===== config.mk =====
export PLATFORM = sky130hd
export DESIGN_NAME = clkdiv_multi
export DESIGN_NICKNAME = d
export VERILOG_FILES = /design/src/rtl/clkdiv_pkg.sv /design/src/rtl/clkdiv_chan.sv /design/src/rtl/clkdiv_multi.sv
export SDC_FILE = /design/constraint.sdc
export NUM_CORES = 1
export LEC_CHECK = 0
export ABC_AREA = 1
export CORE_MARGIN = 5
export CORE_UTILIZATION = 50
export DETAILED_ROUTE_END_ITERATION = 7
export PLACE_DENSITY_LB_ADDON = 0.3
export SYNTH_ARGS = -nofsm -noshare
export SYNTH_HDL_FRONTEND = slang
export SYNTH_SLANG_ARGS = --single-unit
export TNS_END_PERCENT = 20

===== constraint.sdc =====
create_clock -name clk -period 3.9 [get_ports clk]
set_clock_uncertainty 0.1 [all_clocks]
set_input_delay 1.17 -clock clk [delete_from_list [all_inputs] [get_ports clk]]
set_output_delay 1.17 -clock clk [all_outputs]
set_load 0.01 [all_outputs]

===== src/rtl/clkdiv_pkg.sv =====
// Shared constants and helpers for the multi-channel clock divider.
package clkdiv_pkg;

  localparam int MIN_DIV = 2;

  // Channel-select width; a single-channel build still needs a 1-bit select.
  function automatic int ch_w(input int n);
    return (n > 1) ? $clog2(n) : 1;
  endfunction

  function automatic logic [31:0] clamp_div(input logic [31:0] d);
    return (d < 32'(MIN_DIV)) ? 32'(MIN_DIV) : d;
  endfunction

endpackage


===== src/rtl/clkdiv_chan.sv =====
// One divider channel: down-counter period timer with glitch-free divisor swap.
// Optional CLKDIV_PHASE_SYNC_EN adds sync_req to restart the phase immediately.
module clkdiv_chan
  import clkdiv_pkg::*;
#(
  parameter int DIV_W   = 27,
  parameter int DEF_DIV = 100000000
) (
  input  logic             clk,
  input  logic             rst,
  input  logic             en,
  input  logic             wr,
  input  logic [DIV_W-1:0] wr_div,
`ifdef CLKDIV_PHASE_SYNC_EN
  input  logic             sync_req,
`endif
  output logic             clk_div,
  output logic             tick,
  output logic             busy
);

  localparam logic [DIV_W-1:0] ONE = DIV_W'(1);

  logic [DIV_W-1:0] act_div;
  logic [DIV_W-1:0] pend_div;
  logic [DIV_W-1:0] rem;
  logic [DIV_W-1:0] lo_cnt;
  logic             pend;
  logic             tc;

  // rem counts D-1 down to 0; the square wave is low for the last D>>1 counts,
  // which leaves odd divisors one cycle longer high than low.
  assign lo_cnt = act_div >> 1;
  assign tc     = (rem == '0);
  assign busy   = pend;

  always_ff @(posedge clk) begin
    if (rst) begin
      act_div  <= DIV_W'(DEF_DIV);
      pend_div <= '0;
      pend     <= 1'b0;
      rem      <= DIV_W'(DEF_DIV - 1);
      clk_div  <= 1'b0;
      tick     <= 1'b0;
    end
`ifdef CLKDIV_PHASE_SYNC_EN
    else if (sync_req) begin
      if (pend) begin
        act_div <= pend_div;
        rem     <= pend_div - ONE;
      end else begin
        rem     <= act_div - ONE;
      end
      pend    <= 1'b0;
      clk_div <= 1'b0;
      tick    <= 1'b0;
      if (wr) begin
        pend_div <= DIV_W'(clamp_div(32'(wr_div)));
        pend     <= 1'b1;
      end
    end
`endif
    else begin
      if (en) begin
        tick    <= tc;
        clk_div <= (rem >= lo_cnt);
        if (tc) begin
          if (pend) begin
            act_div <= pend_div;
            rem     <= pend_div - ONE;
            pend    <= 1'b0;
          end else begin
            rem     <= act_div - ONE;
          end
        end else begin
          rem <= rem - ONE;
        end
      end else begin
        tick <= 1'b0;
        if (pend) begin
          act_div <= pend_div;
          rem     <= pend_div - ONE;
          pend    <= 1'b0;
          clk_div <= 1'b0;
        end
      end
      // wr is only granted while pend is clear, so it never races the apply above.
      if (wr) begin
        pend_div <= DIV_W'(clamp_div(32'(wr_div)));
        pend     <= 1'b1;
      end
    end
  end

endmodule


===== src/rtl/clkdiv_multi.sv =====
// NCH independent programmable dividers; top holds only cfg decode and ready mux.
// Optional CLKDIV_PHASE_SYNC_EN adds a sync_req input that phase-aligns all channels.
module clkdiv_multi
  import clkdiv_pkg::*;
#(
  parameter  int NCH     = 4,
  parameter  int DIV_W   = 27,
  parameter  int DEF_DIV = 100000000,
  localparam int CH_W    = ch_w(NCH)
) (
  input  logic             clk,
  input  logic             rst,
  input  logic [NCH-1:0]   en,
  input  logic             cfg_valid,
  output logic             cfg_ready,
  input  logic [CH_W-1:0]  cfg_ch,
  input  logic [DIV_W-1:0] cfg_div,
`ifdef CLKDIV_PHASE_SYNC_EN
  input  logic             sync_req,
`endif
  output logic [NCH-1:0]   clk_div,
  output logic [NCH-1:0]   tick,
  output logic [NCH-1:0]   busy
);

  logic [31:0] ch_idx;
  logic        ch_ok;

  assign ch_idx = 32'(cfg_ch);
  assign ch_ok  = (ch_idx < 32'(NCH));

  // Writes to a non-existent channel are accepted and silently dropped.
  always_comb begin
    cfg_ready = 1'b1;
    if (ch_ok) cfg_ready = ~busy[cfg_ch];
  end

  for (genvar i = 0; i < NCH; i++) begin : g_chan
    logic wr;
    assign wr = cfg_valid & cfg_ready & ch_ok & (ch_idx == 32'(i));

    clkdiv_chan #(
      .DIV_W   (DIV_W),
      .DEF_DIV (DEF_DIV)
    ) u_chan (
      .clk      (clk),
      .rst      (rst),
      .en       (en[i]),
      .wr       (wr),
      .wr_div   (cfg_div),
`ifdef CLKDIV_PHASE_SYNC_EN
      .sync_req (sync_req),
`endif
      .clk_div  (clk_div[i]),
      .tick     (tick[i]),
      .busy     (busy[i])
    );
  end

endmodule


==> summary.txt <==
Route
  – Routed WL: 77400 µm
  – Post-detailed-route count of antenna-violating nets: 0
  – DR vias/cell: 5.63
  – Pre-Repair DR Iteration Count: 6
  – Wire per inst: 17.5 µm
  – Starting DRT DRC Count: 2493
  – DR vias: 24941
  – # DRC: 0

Floorplan
  – Die area: 0.0521 mm²
  – Die Span X: 228 µm
  – Die Y: 228 µm
  – Core area: 0.0474 mm²
  – I/O Pins: 49
  – FP Rows: 80
  – Starting Density: 50.2%

Synth
  – Count leader, synth: nand2_1
  – Yosys reg bits: 336
  – Distinct cells, synth: 47
  – Synth Flop Type: dfxtp_1
  – Syn Inst Count: 3760
  – Cell type with the highest aggregate area in the netlist: dfxtp_1
  – Synthesized area: 0.0238 mm²
  – Synth warn: 0
  – Post-synth top cells: nand2_1, nor2_1, inv_1, dfxtp_1, a21oi_1
  – Synth top area cells: dfxtp_1, nand2_1, nor2_1, a21oi_1, inv_1
  – Synthesized area per cell: 6.33 µm²
  – Async S/R FF share, synth: 0%
  – Post-synth EDFFs: 0
  – Net count after synthesis: 3916
  – Top-area cell type share of the netlist area: 28.3%
  – Post-synthesis sequential area ratio: 28.3%

Critical path
  – Crit path kind: input pin to output port
  – Worst setup SP type: input pin
  – Setup crit end kind: output port
  – CP Data Arrival Time: 2.25 ns
  – Max Fanout on Critical Path: 4
  – WP data required: 2.63 ns
  – Reg-to-reg setup timing slack: 1.01 ns

Power
  – Pwr/cell area: 358 mW/mm²
  – Pleak: 11.5 nW
  – VDD IR max: 357 µV

Clocking
  – Num Clock Sinks: 336
  – Root Buffer: clkbuf_16
  – CTS Buf Count: 41
  – Depth of the CTS H-tree: 2
  – CTS tree: built
  – Clock Path Buffers: 3
  – Worst-path clk slew: 0.05 ns
  – CTS Hold Buffers Added: 0
  – Post-CTS Setup Inserts: 0
  – Clk Latency, worst-skew pair: 0.58 ns

GRT
  – Largest net degree at the start of global routing: 58
  – Gr ovfl total: 0
  – Global-route wire length before repair: 123000 µm
  – Initial antenna violation count: 0
  – Vias in the first global route: 23292
  – GRT Resource Usage Total: 28.6%

Timing
  – Worst Tran Pin Value: 0.778 ns
  – Slew Limit Fails: 0
  – Fmax: 284 MHz
  – Final setup violation count: 0
  – Worst Slack Setup Final: 0.376 ns
  – Fin Hold WS: 0.362 ns
  – Tmin final: 3.52 ns
  – RSZ-0062 raised after global routing: false
  – Final period util: 90.4%
  – Setup TNS Final: 0 ns
  – Final Hold Vio Count: 0
  – Relative slew slack: 48.0%

Finish
  – Synth-to-Final Area Change: 10.6%
  – N_diodes: 0
  – # nets final: 3946
  – Share of layout cells above drive strength 1: 4.77%
  – Fin cells: 4432

Outcome
  – Status: finished clean

Placed design
  – RD Place Congestion: 0.990
  – Dpl ws: 0.0493 ns
  – PortBufs: 48
  – Cell Count Post-Placement: 4362
  – Final HPWL DP: 59700 µm

Flow run
  – Max-Cap Viols: 0

Worst hold path
  – Min-Delay Path Class: flop to flop
## stage by stage
step / power [W] / instance area, µm² / util [%]
floorplan: 0.00503 / 23800 / -
global placement: 0.00557 / 25000 / 52.7
detailed placement: 0.00559 / 25000 / 52.7
CTS: 0.00944 / 26300 / 55.5
global route: 0.00984 / 26300 / 55.5
finish: 0.00943 / 26300 / 55.5
## sequential cells by signal (all words and copies together), names as in the netlist
signal and count:
g_chan.u_chan.clk_div 4, g_chan.u_chan.act_div 108, g_chan.u_chan.tick 4, g_chan.u_chan.busy 4, g_chan.u_chan.pend_div 108, g_chan.u_chan.rem 108
## final cells by class
| type | instances | area [µm²] |
|---|---|---|
| Timing Repair Buffer | 115 | 1050 |
| Fill cell | 4887 | 21100 |
| Clock inverter | 19 | 194 |
| Clock buffer | 51 | 1130 |
| Tap cell | 615 | 769 |
| Sequential cell | 336 | 6730 |
| Multi-Input combinational cell | 2874 | 14900 |
| Inverter | 422 | 1590 |
## cells in the final DEF (no fill, tap or decap), types with 37 or more instances in the layout
cell type        netlist  layout
nor3_1                37      37
ha_1                 120     120
nand3_1              291     291
xor2_1               156     156
dfxtp_1              336     336
nand4_1               82      82
clkbuf_16              0      42
inv_1                418     417
nor2_1               581     580
o21ai_0              293     293
buf_4                 24      63
clkdlybuf4s50_1        0      45
nand2_1              773     773
a21oi_1              326     326
o211ai_1              64      64
## worst max-delay path, stage by stage
cell,delay [ns]
clkdlybuf4s50_1,0.47
inv_1,0.07
buf_4,0.15
nand3_1,0.09
nand4_2,0.12
dlymetal6s2s_1,0.18
## worst paths after layout
kind / startpoint / to / cells after the start
max: cfg_ch[1] / cfg_ready / 6
min: g_chan[1].u_chan.clk_div / g_chan[1].u_chan.clk_div / 2
max reg2reg: g_chan[3].u_chan.rem[0] / g_chan[3].u_chan.rem[19] / 13
min reg2reg: g_chan[1].u_chan.clk_div / g_chan[1].u_chan.clk_div / 2
## kinds of logic after synthesis
| group | share of synthesized area [%] |
|---|---|
| and+or+nand+nor | 32.9 |
| buffers and inverters | 9.33 |
| DFF | 28.3 |
| AOI/OAI and AO/OA | 16.8 |
| adders and majority gates | 6.31 |
| xor gates and xnor gates | 6.48 |
## per-layer routing
layer  track usage [%]  wire, µm
met1              39.7     34200
met4              10.8      3070
met5                 0         0
met2              45.8     34200
met3              3.67      5960
## where the power goes
part / total [W] / internal, W / switching (W)
Combinational: 0.00179 / 0.000610 / 0.00118
Sequential: 0.00377 / 0.00359 / 0.000188
Clock: 0.00386 / 0.00226 / 0.00160
Total: 0.00943 / 0.00645 / 0.00297
## what timing repair did
action                                  4_1_cts  5_1_grt
endpoints found under the hold margin         0        0
resized for setup                             0        3
endpoints found under the setup margin        0        1
(Power assumes the default switching activity.)
